File: src/rtl/fcfs_arbiter_if.sv
// fcfs_arbiter_if: request/grant bundle between requesters and the FCFS arbiter
//  master: drives req, observes grant/grant_valid/grant_id/q_count/timeout
//  slave : the arbiter side of the same signals
interface fcfs_arbiter_if #(
  parameter int N_REQ = 4,
  parameter int ID_W  = $clog2(N_REQ)
);
  logic [N_REQ-1:0] req;
  logic [N_REQ-1:0] grant;
  logic             grant_valid;
  logic [ID_W-1:0]  grant_id;
  logic [ID_W:0]    q_count;
  logic             timeout;
  modport master(output req, input grant, grant_valid, grant_id, q_count, timeout);
  modport slave(input req, output grant, grant_valid, grant_id, q_count, timeout);
endinterface

File: src/rtl/fcfs_arbiter.sv
// fcfs_arbiter: first-come-first-served arbiter with arrival-ordered ID queue and hold watchdog
//  clk, rst_n (async, active low)
//  bus.req in; bus.grant/grant_valid/grant_id/q_count/timeout out, all registered
module fcfs_arbiter #(
  parameter int N_REQ    = 4,
  parameter int ID_W     = $clog2(N_REQ),
  parameter int MAX_HOLD = 16
) (
  input logic           clk,
  input logic           rst_n,
  fcfs_arbiter_if.slave bus
);
  localparam int CW = MAX_HOLD == 0 ? 1 : $clog2(MAX_HOLD + 1);
  typedef enum logic {IDLE, GRANT} state_e;
  state_e state_q, state_d;
  logic [ID_W-1:0] q_q [N_REQ];
  logic [ID_W-1:0] q_d [N_REQ];
  logic [ID_W:0] cnt_q, cnt_d, tail;
  logic [N_REQ-1:0] queued_q, queued_d, lock_q, lock_d, elig, own_vec;
  logic [ID_W-1:0] owner_q, owner_d, head;
  logic [CW-1:0] hold_q, hold_d;
  logic timeout_q, timeout_d, rel, tmo, pop, take;
  always_comb begin
    own_vec = state_q == GRANT ? N_REQ'(1) << owner_q : '0;
    rel = state_q == GRANT && !bus.req[owner_q];
    // release wins over timeout because tmo requires req still high
    tmo = MAX_HOLD != 0 && state_q == GRANT && bus.req[owner_q] && hold_q == CW'(MAX_HOLD);
    pop = cnt_q != '0 && (state_q == IDLE || rel || tmo);
    head = q_q[0];
    // a popped head whose req has dropped is discarded, costing one cycle
    take = pop && bus.req[head];
    state_d = take || (state_q == GRANT && !rel && !tmo) ? GRANT : IDLE;
    owner_d = take ? head : state_d == GRANT ? owner_q : '0;
    hold_d = take ? CW'(1) : state_d == IDLE ? '0 : &hold_q ? hold_q : hold_q + CW'(1);
    timeout_d = tmo;
    lock_d = (lock_q & bus.req) | (tmo ? own_vec : '0);
    elig = bus.req & ~queued_q & ~own_vec & ~lock_q;
    queued_d = (queued_q & ~(pop ? N_REQ'(1) << head : '0)) | elig;
    for (int k = 0; k < N_REQ - 1; k++) q_d[k] = pop ? q_q[k+1] : q_q[k];
    q_d[N_REQ-1] = pop ? '0 : q_q[N_REQ-1];
    // pushes land after the shifted survivors, lowest index first
    tail = cnt_q - (ID_W+1)'(pop);
    for (int i = 0; i < N_REQ; i++)
      if (elig[i]) begin
        q_d[tail[ID_W-1:0]] = ID_W'(i);
        tail = tail + (ID_W+1)'(1);
      end
    cnt_d = tail;
  end
  always_ff @(posedge clk or negedge rst_n)
    if (!rst_n) begin
      state_q   <= IDLE;
      q_q       <= '{default: '0};
      cnt_q     <= '0;
      queued_q  <= '0;
      lock_q    <= '0;
      owner_q   <= '0;
      hold_q    <= '0;
      timeout_q <= 1'b0;
    end else begin
      state_q   <= state_d;
      q_q       <= q_d;
      cnt_q     <= cnt_d;
      queued_q  <= queued_d;
      lock_q    <= lock_d;
      owner_q   <= owner_d;
      hold_q    <= hold_d;
      timeout_q <= timeout_d;
    end
  assign bus.grant       = own_vec;
  assign bus.grant_valid = state_q == GRANT;
  assign bus.grant_id    = owner_q;
  assign bus.q_count     = cnt_q;
  assign bus.timeout     = timeout_q;
endmodule

File: src/flat_wrapper.sv
// flat-port wrapper written by rule: the top's interface ports become plain ports
module fcfs_arbiter_flat 
#(
  parameter int N_REQ    = 4,
  parameter int ID_W     = $clog2(N_REQ),
  parameter int MAX_HOLD = 16
)
  (clk, rst_n, bus_req, bus_grant, bus_grant_valid, bus_grant_id, bus_q_count, bus_timeout);
  fcfs_arbiter_if #(.N_REQ(N_REQ), .ID_W(ID_W)) bus_i ();
  input logic clk;
  input logic rst_n;
  input wire logic [$bits(bus_i.req)-1:0] bus_req;
  output wire logic [$bits(bus_i.grant)-1:0] bus_grant;
  output wire logic [$bits(bus_i.grant_valid)-1:0] bus_grant_valid;
  output wire logic [$bits(bus_i.grant_id)-1:0] bus_grant_id;
  output wire logic [$bits(bus_i.q_count)-1:0] bus_q_count;
  output wire logic [$bits(bus_i.timeout)-1:0] bus_timeout;
  assign bus_i.req = bus_req;
  assign bus_grant = bus_i.grant;
  assign bus_grant_valid = bus_i.grant_valid;
  assign bus_grant_id = bus_i.grant_id;
  assign bus_q_count = bus_i.q_count;
  assign bus_timeout = bus_i.timeout;
  fcfs_arbiter #(.N_REQ(N_REQ), .ID_W(ID_W), .MAX_HOLD(MAX_HOLD)) u_core (.clk(clk), .rst_n(rst_n), .bus(bus_i));
endmodule
File: config.mk
export PLATFORM = sky130hd
export DESIGN_NAME = fcfs_arbiter_flat
export DESIGN_NICKNAME = d
export VERILOG_FILES = /design/src/rtl/fcfs_arbiter_if.sv /design/src/rtl/fcfs_arbiter.sv /design/src/flat_wrapper.sv
export SDC_FILE = /design/constraint.sdc
export NUM_CORES = 1
export LEC_CHECK = 0
export CORE_ASPECT_RATIO = 0.5
export CORE_MARGIN = 2
export CORE_UTILIZATION = 35
export DETAILED_ROUTE_END_ITERATION = 8
export PLACE_DENSITY = 0.55
export SYNTH_ARGS = -nofsm -noshare
export SYNTH_HDL_FRONTEND = slang
export SYNTH_SLANG_ARGS = --single-unit
File: constraint.sdc
create_clock -name clk -period 4.16 [get_ports clk]
set_input_delay 0.832 -clock clk [delete_from_list [all_inputs] [get_ports clk]]
set_output_delay 0.832 -clock clk [all_outputs]
set_load 0.01 [all_outputs]
---- Yosys cells after proc, flatten, opt, wreduce, memory -nomap -nowiden ----
Index checks and enable logic that the tools add are counted.
storage, ports and cells
  flip-flop bits (word level) ............. 28
  input port bits ......................... 6
  output and inout bits ................... 11
cells by class
  add/subtract/negate cells ............... 6
  magnitude comparators ................... 10
  equality and inequality tests ........... 3
  shifts and indexed selects .............. 2
  muxes and demuxes ....................... 33
  bitwise operators ....................... 25
  reduce and logical (&&, ||, !) cells .... 19
operators with widths
  operator                                            count
  two-way mux 8 bit                                   4
  AND 4 bit                                           7
  NOT 4 bit                                           6
  two-way mux 2 bit                                   10
  demux 2 bit (select 2 bit)                          4
  bitwise OR 4 bit                                    4
  two-way mux 5 bit                                   3
  adder 3 x 1 -> 3 bit, second input constant         4
  >= comparator 3 bit, second input constant          4
  < comparator 3 x 1 -> 1 bit, second input constant  4
  two-way mux 3 bit                                   4
  two-way mux 4 bit                                   3
  NOT 2 -> 3 bit                                      4
  logical AND 1 bit                                   11
  AND 8 bit                                           1
  NOT 8 bit                                           1
  bitwise OR 8 bit                                    1
  left shift 1 x 2 -> 4 bit, first input constant     2
  < comparator 2 x 3 -> 1 bit, second input constant  2
  adder 5 x 1 -> 5 bit, second input constant         1
  == test 5 bit, second input constant                1
  AND reduction 5 bit                                 1
  binary-select mux 1 bit (select 2 bit)              2
  zero test 1 bit                                     3
  other kinds (7)                                     11

---- Depth between registers and ports, before layout ----
  depth after elaboration ................. 22
  depth in mapped cells ................... 20

---- Worst setup path before layout ----
Ideal clock, no wire load.
  path type ............................... in2reg
  from .................................... input bus_req[3]
  to ...................................... register u_core.q_q[3] (netlist name)
  arrival ................................. 3.832 ns
  required time ........................... 4.034 ns
  setup slack ............................. 0.202 ns
  stages on the path ...................... 17
  cells stage by stage .................... mux2i_1 -> o22ai_1 -> a21oi_1 -> buf_2 -> ha_1 -> ha_1 -> inv_1 -> ha_1 -> and3_4 -> nor2_2 -> ha_1 -> nand2_1 -> o21ai_2 -> ha_1 -> nand2_1 -> o22ai_2 -> a221o_1
RTL lines
  item                  line                source
  start, declared       flat_wrapper.sv:12  input wire logic [$bits(bus_i.req)-1:0] bus_req;
  end signal, assigned  fcfs_arbiter.sv:62  q_q <= q_d;
  end, declared         fcfs_arbiter.sv:16  logic [ID_W-1:0] q_q [N_REQ];

---- Final worst setup path ----
  from .................................... input bus_req[3]
  to ...................................... register u_core.cnt_q[2], in the netlist u_core.bus.q_count[2]
between the ends
  cells in the longest elaborated chain, start to end .. 16
  elaborated cells between the ends (all ways) .. 21
  those cells by class .................... 5 x add/sub; 6 x mux; 3 x bitwise; 7 x reduce/logical
RTL lines
  item                                     line                                    source
  binary-select mux 1 bit (select 2 bit)   fcfs_arbiter.sv:25, fcfs_arbiter.sv:27
  two-way mux 1 bit (implied by the code)  fcfs_arbiter.sv:25, fcfs_arbiter.sv:27
  zero test 1 bit                          fcfs_arbiter.sv:25                      rel = state_q == GRANT && !bus.req[owner_q];
  logical AND 1 bit                        fcfs_arbiter.sv:25
  logical OR 1 bit (2 in series)           fcfs_arbiter.sv:28                      pop = cnt_q != '0 && (state_q == IDLE || rel || tmo);
  logical AND 1 bit                        fcfs_arbiter.sv:28
  subtractor 3 x 1 -> 3 bit                fcfs_arbiter.sv:42                      tail = cnt_q - (ID_W+1)'(pop);
  adder 3 x 1 -> 3 bit                     fcfs_arbiter.sv:46                      tail = tail + (ID_W+1)'(1);
  two-way mux 3 bit                        fcfs_arbiter.sv:44                      if (elig[i]) begin
  adder 3 x 1 -> 3 bit                     fcfs_arbiter.sv:46
  two-way mux 3 bit                        fcfs_arbiter.sv:44
  adder 3 x 1 -> 3 bit                     fcfs_arbiter.sv:46
  two-way mux 3 bit                        fcfs_arbiter.sv:44
  adder 3 x 1 -> 3 bit                     fcfs_arbiter.sv:46
  two-way mux 3 bit (*)                    fcfs_arbiter.sv:44
  named net u_core.cnt_d[2]                fcfs_arbiter.sv:18                      logic [ID_W:0] cnt_q, cnt_d, tail;
  end signal, assigned                     fcfs_arbiter.sv:63                      cnt_q <= cnt_d;
  end, declared                            fcfs_arbiter.sv:18
The timed path passes the listed nets; every way through them passes the cells marked *. The select of a mux whose other input is x is not followed.
A chain may end at the register's enable or synchronous reset.

==> load_flow_metrics.sql <==
INSERT INTO impl_metrics (metric_group, metric, value, unit) VALUES
('status', 'run_status', 'complete, no violations', ''),
('cells_and_area', 'final_net_count', '251', ''),
('sta', 'report.final.slew_viol_count', '0', ''),
('grt', 'number_of_global_route_vias_before_repair', '1472', ''),
('grt', 'grtUsageTotal', '16.04', '%'),
('worst_hold_path', 'hold_path_class', 'reg2reg', ''),
('yosys', 'syn_inst', '198', ''),
('sta', 'tightestPinTransition', '885.0', 'ps'),
('cells_and_area', 'postLayoutCoreUtil', '43.52', '%'),
('yosys', 'asyncSetResetFlopFracSynth', '100.0', '%'),
('sta', 'holdWs', '505.3', 'ps'),
('setup_path', 'worst_path_max_delay_cell', 'clkdlybuf4s50_1', ''),
('detailed_routing', 'drt-pass1-iter-count', '4', ''),
('clocking', 'clock_sink_count', '28', ''),
('grt', 'pin_count_of_the_biggest_net_entering_global_routing', '29', ''),
('floorplan', 'die_y', '56.55', 'µm'),
('cells_and_area', 'antennaDiodeCount', '0', ''),
('flow_run', 'count_of_maximum_capacitance_violations', '0', ''),
('yosys', 'syn-mean-instance-area', '9.763', 'µm²'),
('yosys', 'synth-seq-cells', '28', ''),
('sta', 'worst_clock_skew', '1.897', 'ps'),
('sta', 'finalHoldViolations', '0', ''),
('grt', 'global_route_wire_length_before_repair', '7596', 'µm'),
('yosys', 'synth_seq_area_share', '36.25', '%'),
('cells_and_area', 'mostFrequentLayoutCells', 'dfrtp_1 (28), nand2_1 (22), ha_1 (16), clkdlybuf4s50_1 (16), buf_4 (16)', ''),
('floorplan', 'num_ports', '17', ''),
('place', 'detailed_place.area', '2267', 'µm²'),
('cells_and_area', 'area_delta_synth_final', '21.49', '%'),
('setup_path', 'critical_path.n_buffers_inverters', '2', ''),
('cells_and_area', 'post-route-cell-area', '2349', 'µm²'),
('setup_path', 'r2r_slack', '430', 'ps'),
('yosys', 'mappedNetlistNets', '221', ''),
('detailed_routing', 'route.antenna.remaining_nets', '0', ''),
('sta', 'rsz0062_at_grt', 'no', ''),
('detailed_routing', 'drt-wirelength-per-cell', '15.23', 'µm'),
('sta', 'maxClockFrequency', '0.2543', 'GHz'),
('clocking', 'cts-buffers-inserted', '3', ''),
('floorplan', 'core.rowCount', '19', ''),
('grt', 'initial_antenna_violation_count', '0', ''),
('yosys', 'dominantRegCellSynth', 'dfrtp_1', ''),
('yosys', 'synthesis.yosys.warnings', '0', ''),
('detailed_routing', 'post-route-drc-count', '0', ''),
('place', 'gp_congestion', '0.8536', ''),
('yosys', 'number_of_enable_type_register_cells_in_the_synthesized_netlist', '0', ''),
('setup_path', 'crit_arrival', '4100', 'ps'),
('yosys', 'synth.distinct_cells', '60', ''),
('detailed_routing', 'drt_first_iter_violations', '95', ''),
('floorplan', 'area_of_the_placeable_core', '5396', 'µm²'),
('floorplan', 'die_area', '6170', 'µm²'),
('sta', 'worst_slew_margin_rel', '40.84', '%'),
('detailed_routing', 'avgViaCountPerCell', '5.220', ''),
('sta', 'finalWorstPathRequiredPeriod', '3933', 'ps'),
('floorplan', 'initial_utilization', '35.82', '%'),
('clocking', 'ctsHtreeMaxLevel', '1', ''),
('setup_path', 'worst-setup-path-type', 'in2reg', ''),
('setup_path', 'path_max_fanout', '3', ''),
('detailed_routing', 'total_vias_in_the_final_route', '1566', ''),
('setup_path', 'timing.critical_path.from_type', 'input port', ''),
('floorplan', 'dieWidth', '109.1', 'µm'),
('setup_path', 'timing.critical_path.mode_cell', 'ha_1', ''),
('setup_path', 'timing.critical_path.to_type', 'flip-flop', ''),
('clocking', 'clk-insertion-delay-late', '280', 'ps'),
('clocking', 'clkTransAtPathRegs', '90', 'ps'),
('clocking', 'cts.repair_timing.setup_buffer_count', '0', ''),
('cells_and_area', 'layout_commonest_cell', 'dfrtp_1', ''),
('place', 'dp_hpwl', '3625', 'µm'),
('clocking', 'cts_root_buffer', 'clkbuf_8', ''),
('setup_path', 'timing.critical_path.max_delay_family', 'adder cells', ''),
('cells_and_area', 'post_route_cells_drive_above_1_share', '18.50', '%'),
('sta', 'finalCritPeriodShare', '94.54', '%'),
('setup_path', 'timing.critical_path.required', '4330', 'ps'),
('place', 'io_buffers', '16', ''),
('clocking', 'max-clock-path-buffers', '2', ''),
('setup_path', 'crit_path_max_cell_delay', '500', 'ps'),
('clocking', 'cts_tree', 'done', ''),
('detailed_routing', 'finalWirelength', '4570', 'µm'),
('sta', 'finalSetupViolations', '0', ''),
('grt', 'grt_overflow', '0', ''),
('setup_path', 'critical_path.cell_chain', 'clkdlybuf4s50_1 -> mux2i_1 -> o22ai_2 -> a21oi_1 -> ha_1 -> ha_1 -> inv_1 -> ha_1 -> and3_4 -> nor2_2 -> ha_1 -> nand2_1 -> o21ai_2 -> ha_4 -> o21a_2 -> nand4_2 -> xnor2_2', ''),
('yosys', 'post_synth_instance_area', '1933', 'µm²');
==> through the flow <==
step | worst slack, ps | setup TNS, ps | instances
final | 227.3 | 0 | 300
after global routing | 27.70 | 0 | 300
after CTS | 165.8 | 0 | 300
after detailed placement | -118.7 | -425.8 | 296
after global placement | -49.44 | -112.3 | 296
after floorplan | 201.8 | 0 | 198
==> cell families (layout without fill, tap and decap cells) <==
group | count (synthesis) | count (layout) | synth area share [%]
flops | 28 | 28 | 36.25
compound gates | 40 | 40 | 15.92
fa+ha+maj | 17 | 17 | 11.00
buf+inv | 25 | 54 | 5.696
simple gates | 66 | 66 | 20.32
mux | 11 | 11 | 5.825
xor+xnor | 11 | 11 | 4.984
==> final timing paths <==
kind	endpoint	start	cells past startpoint
max in group asynchronous	u_core.q_q[2]	rst_n	2
min in group asynchronous	u_core.hold_q[2]	rst_n	2
worst min register to register	u_core.queued_q[1]	u_core.queued_q[1]	1
worst max register to register	u_core.bus.q_count[2]	u_core.hold_q[0]	18
worst max-delay path	u_core.bus.q_count[2]	bus_req[3]	17
worst min-delay path	u_core.queued_q[1]	u_core.queued_q[1]	1
==> cells in the mapped netlist (2+ instances only) <==
| cell type | number | share of area, % |
|---|---|---|
| inv_2 | 3 | 0.58 |
| o21ai_0 | 6 | 1.6 |
| inv_1 | 14 | 2.7 |
| o21ai_1 | 3 | 0.78 |
| nor3_1 | 2 | 0.52 |
| a21oi_1 | 4 | 1.0 |
| dfrtp_1 | 28 | 36 |
| nand2_1 | 22 | 4.3 |
| o2bb2ai_1 | 2 | 0.91 |
| o211ai_1 | 2 | 0.78 |
| and2_1 | 3 | 0.97 |
| and3_1 | 4 | 1.3 |
| mux2i_1 | 9 | 4.7 |
| clkbuf_1 | 3 | 0.58 |
| nand3b_1 | 4 | 1.6 |
| a32o_1 | 4 | 2.1 |
| ha_1 | 17 | 11 |
| a21o_1 | 2 | 0.78 |
| xor2_1 | 3 | 1.4 |
| nand3_1 | 4 | 1.0 |
| xnor2_1 | 8 | 3.6 |
| buf_2 | 3 | 0.78 |
| a22o_1 | 2 | 0.91 |
| mux2_2 | 2 | 1.2 |
| nor3b_1 | 2 | 0.78 |
| nor2_1 | 8 | 1.6 |
==> registers in the layout, summed over array words and instances (netlist names) <==
signal,flops
u_core.q_q,6
u_core.queued_q,4
u_core.hold_q,5
u_core.bus.grant_id,2
u_core.bus.timeout,1
u_core.lock_q,4
u_core.head,2
u_core.bus.grant_valid,1
u_core.bus.q_count,3
==> cell type report <==
class	instances	area, µm²
inverters	18	72.57
clock buffers	4	55.05
repair buffers	32	280.3
multi-input cells	145	1149
fillers	511	3048
well taps	73	91.34
flip-flops and latches	28	700.7
==> layer usage <==
metal  track usage [%]  wire (µm)  share of wire (%)  vias to the layer above
met5                 0          0                  0                        -
met4             3.297         38               0.83                        0
met3             2.787        150                3.3                        4
met2             23.78       2019                 44                       24
met1             24.30       2362                 52                      774
li1                  -          -                  -                      764
==> repair_timing <==
action	CTS	global route
setup endpoints to repair	0	2
hold buffers	0	0
resized for setup	0	3
Power is not shown: default switching activity piles up to over one toggle a cycle in this logic, so the estimate is an artifact.
